<file path="src/rtl/cmd_pkg.sv">
// Shared encodings for the switch command sequencer: switch-word field positions,
// mode codes and the command FSM state enum.
package cmd_pkg;

  localparam int MODE_HI = 15;
  localparam int MODE_LO = 14;
  localparam int ADDR_HI = 13;
  localparam int ADDR_LO = 4;
  localparam int DATA_HI = 3;
  localparam int DATA_LO = 0;

  typedef enum logic [1:0] {
    MODE_IDLE  = 2'b00,
    MODE_READ  = 2'b01,
    MODE_WRITE = 2'b10,
    MODE_INC   = 2'b11
  } mode_e;

  typedef enum logic [2:0] {
    ST_IDLE     = 3'd0,
    ST_PEND     = 3'd1,
    ST_WRITE    = 3'd2,
    ST_INC_RD   = 3'd3,
    ST_INC_WAIT = 3'd4,
    ST_INC_WR   = 3'd5,
    ST_DONE     = 3'd6
  } state_e;

  // Modes with bit 1 set (write, increment) are the ones that modify RAM0.
  function automatic logic is_cmd_mode(input logic [1:0] mode);
    return mode[1];
  endfunction

endpackage

</file>
<file path="src/rtl/sw_sync.sv">
// Parameterised-width two-flop synchroniser with asynchronous active-low clear.
module sw_sync #(
  parameter int W = 16
) (
  input  logic         clk,
  input  logic         rst_n,
  input  logic [W-1:0] i_d,
  output logic [W-1:0] o_q
);

  logic [W-1:0] r_meta;
  logic [W-1:0] r_sync;

  // Two back-to-back flops; r_meta may go metastable, r_sync is the clean copy.
  always_ff @(posedge clk or negedge rst_n) begin
    if (!rst_n) begin
      r_meta <= '0;
      r_sync <= '0;
    end else begin
      r_meta <= i_d;
      r_sync <= r_meta;
    end
  end

  assign o_q = r_sync;

endmodule

</file>
<file path="src/rtl/sw_cmd_sequencer.sv">
// Switch-word command sequencer: one-shot RAM0 write/increment and result-RAM display reads.
// Build option INCR_SATURATE_EN: increment saturates at all-ones instead of wrapping.
module sw_cmd_sequencer
  import cmd_pkg::*;
#(
  parameter int ADDR_W     = 10,
  parameter int DATA_W     = 4,
  parameter int RES_W      = 5,
  parameter int RAM_RD_LAT = 1
) (
  input  logic              clk,
  input  logic              rst_n,
  input  logic [15:0]       i_sw,
  input  logic              i_adder_busy,
  output logic [ADDR_W-1:0] o_ram0_addr,
  output logic              o_ram0_we,
  output logic [DATA_W-1:0] o_ram0_wdata,
  input  logic [DATA_W-1:0] i_ram0_rdata,
  output logic [ADDR_W-1:0] o_res_addr,
  input  logic [RES_W-1:0]  i_res_rdata,
  output logic [RES_W-1:0]  o_disp_val,
  output logic              o_disp_valid,
  output logic              o_cmd_busy,
  output logic              o_cmd_done
);

  localparam logic [1:0] LAT_M1 = 2'(RAM_RD_LAT - 1);

  logic [15:0]       w_sw_s;
  logic [1:0]        w_mode;
  logic [ADDR_W-1:0] w_addr;
  logic [DATA_W-1:0] w_data;
  logic              w_trig;
  logic              w_rd_issue;
  logic [DATA_W-1:0] w_inc_val;
  state_e            w_next;

  state_e            r_state;
  logic [1:0]        r_prev_mode;
  logic              r_inc;
  logic [1:0]        r_wait_cnt;
  logic [ADDR_W-1:0] r_ram0_addr;
  logic [DATA_W-1:0] r_wdata;
  logic              r_we;
  logic              r_busy;
  logic              r_done;
  logic [ADDR_W-1:0] r_pipe_addr [RAM_RD_LAT+1];
  logic [RAM_RD_LAT:0] r_pipe_vld;
  logic [RES_W-1:0]  r_disp_val;
  logic              r_disp_valid;

  sw_sync #(.W(16)) u_sw_sync (
    .clk   (clk),
    .rst_n (rst_n),
    .i_d   (i_sw),
    .o_q   (w_sw_s)
  );

  assign w_mode     = w_sw_s[MODE_HI:MODE_LO];
  assign w_addr     = w_sw_s[ADDR_HI:ADDR_LO];
  assign w_data     = w_sw_s[DATA_HI:DATA_LO];
  assign w_trig     = (r_state == ST_IDLE) && is_cmd_mode(w_mode) && (w_mode != r_prev_mode);
  assign w_rd_issue = (r_state == ST_IDLE) && (w_mode == MODE_READ);

`ifdef INCR_SATURATE_EN
  assign w_inc_val = (i_ram0_rdata == {DATA_W{1'b1}}) ? i_ram0_rdata
                   : i_ram0_rdata + {{(DATA_W-1){1'b0}}, 1'b1};
`else
  assign w_inc_val = i_ram0_rdata + {{(DATA_W-1){1'b0}}, 1'b1};
`endif

  // Command FSM next-state decode.
  always_comb begin
    w_next = r_state;
    case (r_state)
      ST_IDLE: begin
        if (!w_trig)           w_next = ST_IDLE;
        else if (i_adder_busy) w_next = ST_PEND;
        else if (w_mode[0])    w_next = ST_INC_RD;
        else                   w_next = ST_WRITE;
      end
      ST_PEND: begin
        if (i_adder_busy) w_next = ST_PEND;
        else if (r_inc)   w_next = ST_INC_RD;
        else              w_next = ST_WRITE;
      end
      ST_WRITE:    w_next = ST_DONE;
      ST_INC_RD:   w_next = ST_INC_WAIT;
      ST_INC_WAIT: begin
        if (r_wait_cnt == LAT_M1) w_next = ST_INC_WR;
        else                      w_next = ST_INC_WAIT;
      end
      ST_INC_WR:   w_next = ST_DONE;
      ST_DONE:     w_next = ST_IDLE;
      default:     w_next = ST_IDLE;
    endcase
  end

  // FSM state, command capture and registered RAM0/status outputs.
  always_ff @(posedge clk or negedge rst_n) begin
    if (!rst_n) begin
      r_state     <= ST_IDLE;
      r_prev_mode <= 2'b00;
      r_inc       <= 1'b0;
      r_wait_cnt  <= 2'd0;
      r_ram0_addr <= '0;
      r_wdata     <= '0;
      r_we        <= 1'b0;
      r_busy      <= 1'b0;
      r_done      <= 1'b0;
    end else begin
      r_state     <= w_next;
      r_prev_mode <= w_mode;
      if (w_trig) begin
        r_ram0_addr <= w_addr;
        r_wdata     <= w_data;
        r_inc       <= w_mode[0];
      end else if ((r_state == ST_INC_WAIT) && (w_next == ST_INC_WR)) begin
        r_wdata <= w_inc_val;
      end
      r_wait_cnt <= (r_state == ST_INC_WAIT) ? r_wait_cnt + 2'd1 : 2'd0;
      r_we       <= (w_next == ST_WRITE) || (w_next == ST_INC_WR);
      r_busy     <= (w_next != ST_IDLE);
      r_done     <= (w_next == ST_DONE);
    end
  end

  // Read pipeline: stage 0 is the presented address, stage RAM_RD_LAT lines up with i_res_rdata.
  always_ff @(posedge clk or negedge rst_n) begin
    if (!rst_n) begin
      for (int i = 0; i <= RAM_RD_LAT; i++) r_pipe_addr[i] <= '0;
      r_pipe_vld   <= '0;
      r_disp_val   <= '0;
      r_disp_valid <= 1'b0;
    end else begin
      if (w_rd_issue) r_pipe_addr[0] <= w_addr;
      r_pipe_vld[0] <= w_rd_issue;
      for (int i = 1; i <= RAM_RD_LAT; i++) begin
        r_pipe_addr[i] <= r_pipe_addr[i-1];
        r_pipe_vld[i]  <= r_pipe_vld[i-1];
      end
      if (w_rd_issue && r_pipe_vld[RAM_RD_LAT]) r_disp_val <= i_res_rdata;
      r_disp_valid <= w_rd_issue && r_pipe_vld[RAM_RD_LAT] &&
                      (r_pipe_addr[RAM_RD_LAT] == w_addr);
    end
  end

  assign o_ram0_addr  = r_ram0_addr;
  assign o_ram0_we    = r_we;
  assign o_ram0_wdata = r_wdata;
  assign o_res_addr   = r_pipe_addr[0];
  assign o_disp_val   = r_disp_val;
  assign o_disp_valid = r_disp_valid;
  assign o_cmd_busy   = r_busy;
  assign o_cmd_done   = r_done;

endmodule

</file>
<file path="config.mk">
export PLATFORM = sky130hd
export DESIGN_NAME = sw_cmd_sequencer
export DESIGN_NICKNAME = d
export VERILOG_FILES = /design/src/rtl/cmd_pkg.sv /design/src/rtl/sw_sync.sv /design/src/rtl/sw_cmd_sequencer.sv
export SDC_FILE = /design/constraint.sdc
export NUM_CORES = 1
export LEC_CHECK = 0
export ABC_AREA = 1
export BUFFER_PORTS_ARGS = -buffer_cell sky130_fd_sc_hd__buf_2
export CAP_MARGIN = 20
export CORE_ASPECT_RATIO = 1.25
export CORE_MARGIN = 5
export CORE_UTILIZATION = 58
export CTS_CLUSTER_SIZE = 20
export DETAILED_ROUTE_END_ITERATION = 8
export PLACE_DENSITY = 0.84
export SLEW_MARGIN = 20
export SYNTH_ARGS = -nofsm -noshare
export SYNTH_HDL_FRONTEND = slang
export SYNTH_SLANG_ARGS = --single-unit
</file>
<file path="constraint.sdc">
create_clock -name clk -period 3.3 [get_ports clk]
set_input_delay 0.66 -clock clk [delete_from_list [all_inputs] [get_ports clk]]
set_output_delay 0.66 -clock clk [all_outputs]
set_load 0.02 [all_outputs]
</file>
==> metrics.md <==
| Metric | Value |
|---|---|
| Worst Setup Slack, final | `1602 ps` |
| Clk buf depth | `2` |
| Synthesized cell area | `3035 um^2` |
| Clk_lat worst skew | `340 ps` |
| Die H | `about 91 um` |
| DRT Wirelength | `~5.2 mm` |
| Clock sink count | `85` |
| I/O Pins | `61` |
| Mapped Cells | `266` |
| Routed Antenna Nets | `0` |
| Final min period | `between 1500 and 2000 ps` |
| Hold buffer count at cts | `0` |
| Clock root cell | `clkbuf_8` |
| GRT Max-Usage Layer | `met2` |
| CTS tree | `done` |
| Area of the core | `5080 um^2` |
| CP Launch Type | `register` |
| Routed vias/inst | `between 4 and 5` |
| Die width | `74.71 um` |
| Number of global-route vias before repair | `roughly 1.9k` |
| Gate power share | `0.288` |
| Drt drc | `0` |
| FF+latch count, synth | `85` |
| Pre-CTS worst setup slack | `1616 ps` |
| Hold Vio Cnt, Final | `0` |
| Largest net degree at the start of global routing | `86` |
| Area grow syn2layout | `16.36%` |
| Clock network fraction of design power | `0.249` |
| Fin. max-slew vios | `0` |
| Drt initial violations | `65` |
| Library cells used by synthesis | `23` |
| Setup TNS | `0 ps` |
| Fin crit share | `0.5146` |
| Pin slew with the least headroom to its limit | `722.2 ps` |
| Wire length per cell | `13.39 um` |
| Relative slew slack | `0.5185` |
| Placed cell areas | `3303 um^2` |
| Global Route met2 Usage | `0.2691` |
| Met3 usage | `0.05902` |
| Mapped Nets | `296` |
| DR pass1 iterations | `4` |
| Hold slack | `352.5 ps` |
| Synthesis Warnings | `0` |
| Worst EP arrival | `1970 ps` |
| Switching portion of total power | `0.3485` |
| Num rows | `29` |
| Gr usage total | `0.1715` |
| Crit-path max FO | `30` |
| Layout cell share with drive strength beyond 1 | `0.2630` |
| Grt ovf | `0` |
| Int Pwr | `2092 uW` |
| Via count | `1865` |
| Seq pwr share | `0.463` |
| First-pass GRT wire length | `8.597 mm` |
| Setup bufs post-CTS | `0` |
| Die footprint | `between 6000 and 7000 um^2` |
| Post-route cell area | `3532 um^2` |
| Worst EP required | `3570 ps` |
| Port bufs | `60` |
| GPL Wtd Cong | `0.8041` |
| Clock skew | `5.184 ps` |
| Crit Path Class | `reg -> reg` |
| H-Tree Depth | `3` |
| CTS resizes | `0` |
| Min-Delay Path Class | `reg -> reg` |
| Crit end category | `register` |
| Static Leak | `0.001848 uW` |
| Final HPWL DP | `3.685 mm` |
| P_sw | `1119 uW` |
| Outcome | `finished, final reports clean` |
| RSZ-0062 raised after global routing | `no` |
| PD cells | `~900 nW/um^2` |
| Total CTS buffers | `9` |
| Final setup fails | `0` |
| Diode count | `0` |
| M1 GR Usage | `0.2092` |
| Nets | `between 300 and 400` |
| Initial core utilization | `0.5975` |
| Max Cap Violations | `0` |
| Peak Freq | `between 0.5 and 0.6 GHz` |
| Sequential fraction of the synthesis area | `0.7007` |
| Peak supply drop | `~0.64 mV` |
| Reg clk slew, reported paths | `80 ps` |
| Antenna violations before repair | `0` |
| Avg Cell Area, Syn | `around 11 um^2` |
[power groups by stage]
stage	clock [uW]	combinational (uW)	sequential [uW]
3_5_place_dp	0	935	1510
5_1_grt	865	1030	1520
4_1_cts	820	940	1490
6_report	800	924	1490
2_1_floorplan	0	592	1610
3_3_place_gp	0	901	1490
[per-stage QoR]
| stage | instances | total power [uW] | utilization |
|---|---|---|---|
| 4_1_cts | 389 | 3251 | 0.6946 |
| 2_1_floorplan | 266 | 2198 | - |
| 3_3_place_gp | 373 | 2394 | 0.6502 |
| 5_1_grt | 389 | 3418 | 0.6953 |
| 6_report | 389 | 3210 | 0.6953 |
| 3_5_place_dp | 373 | 2445 | 0.6502 |
[registers in the layout, summed over array words and instances (netlist names)]
name and flops:
r_state 3, r_inc 1, o_res_addr 10, o_ram0_we 1
o_ram0_addr 10, u_sw_sync.r_meta 16, o_cmd_done 1, r_pipe_addr 10
o_disp_val 5, u_sw_sync.o_q 16, r_prev_mode 2, o_disp_valid 1
r_pipe_vld 2, o_ram0_wdata 4, o_cmd_busy 1, r_wait_cnt 2
[synth_stat cells]
library cell | n | area (um^2)
dfrtp_1 | 85 | 2127
nand2_1 | 65 | 244.0
inv_1 | 27 | 101.4
o21ai_1 | 19 | 95.09
nor2_1 | 13 | 48.80
buf_4 | 10 | 75.07
nand3_1 | 9 | 45.04
o21ai_0 | 7 | 35.03
xnor2_1 | 5 | 43.79
xor2_1 | 5 | 43.79
buf_2 | 3 | 15.01
buf_6 | 2 | 22.52
ha_1 | 2 | 25.02
inv_2 | 2 | 7.510
nand2_2 | 2 | 12.51
nand2_4 | 2 | 22.52
nor2_4 | 2 | 22.52
clkinv_2 | 1 | 5.000
nand4_1 | 1 | 6.260
nor3_1 | 1 | 5.000
nor3_4 | 1 | 16.27
o21ai_2 | 1 | 8.760
o21bai_1 | 1 | 7.510
[per-layer routing]
layer / share of wire / up-vias
li1: - / 921
met1: 0.40 / 883
met2: 0.50 / 53
met3: 0.075 / 8
met4: 0.020 / 0
met5: 0 / -
[critical path: stages, from the launching register on]
cell and delay [ps]:
dfrtp_1 440, nor2_4 180, nand2_4 80, nor2_4 100, nand2_2 320, inv_1 210, nand2_1 90, nand2_1 80
nand2_1 50, nand2_1 60
[layout by cell type, fill, tap and decap left out]
cell,Yosys,final
dfrtp_1,85,85
nand2_1,65,65
buf_2,3,59
inv_1,27,27
o21ai_1,19,19
nor2_1,13,13
clkbuf_8,0,10
nand3_1,9,9
o21ai_0,7,7
xor2_1,5,5
xnor2_1,5,5
nor2_4,2,2
nand2_4,2,2
nand2_2,2,2
inv_2,2,2
ha_1,2,2
bufinv_16,0,2
clkinvlp_4,0,2
nor3_4,1,1
nand4_1,1,1
nor3_1,1,1
clkinv_2,1,1
o21bai_1,1,1
o21ai_2,1,1
clkinv_4,0,1
clkbuf_1,0,1
buf_6,2,1
[cells by family after synthesis]
group / Yosys count / share of synthesized area
DFF: 85 / 0.7007
xor gates and xnor gates: 10 / 0.02885
AOI/OAI and AO/OA: 28 / 0.04823
and+or+nand+nor: 96 / 0.1393
buffers and inverters: 45 / 0.07461
adders and majority gates: 2 / 0.008243
[area by class of cell]
cell class / count / area (um^2)
clock buffers: 11 / 141.4
clock inverters: 5 / 83.83
flip-flops and latches: 85 / 2127
inverters: 30 / 113.9
fillers: 385 / 1548
well taps: 62 / 77.57
repair buffers: 60 / 306.5
multi-input cells: 136 / 681.9
[path summary, 6_finish.rpt]
check,start,endpoint,slack (ps),cells after the start
max,r_state[1],o_ram0_we,1600,9
min,u_sw_sync.r_meta[6],u_sw_sync.o_q[6],350,0
max reg2reg,r_state[1],o_ram0_we,1600,9
min reg2reg,u_sw_sync.r_meta[6],u_sw_sync.o_q[6],350,0
max in group asynchronous,rst_n,o_ram0_addr[5],2460,1
min in group asynchronous,rst_n,r_wait_cnt[1],360,1
Note: power is estimated with default switching activity, not from simulation.
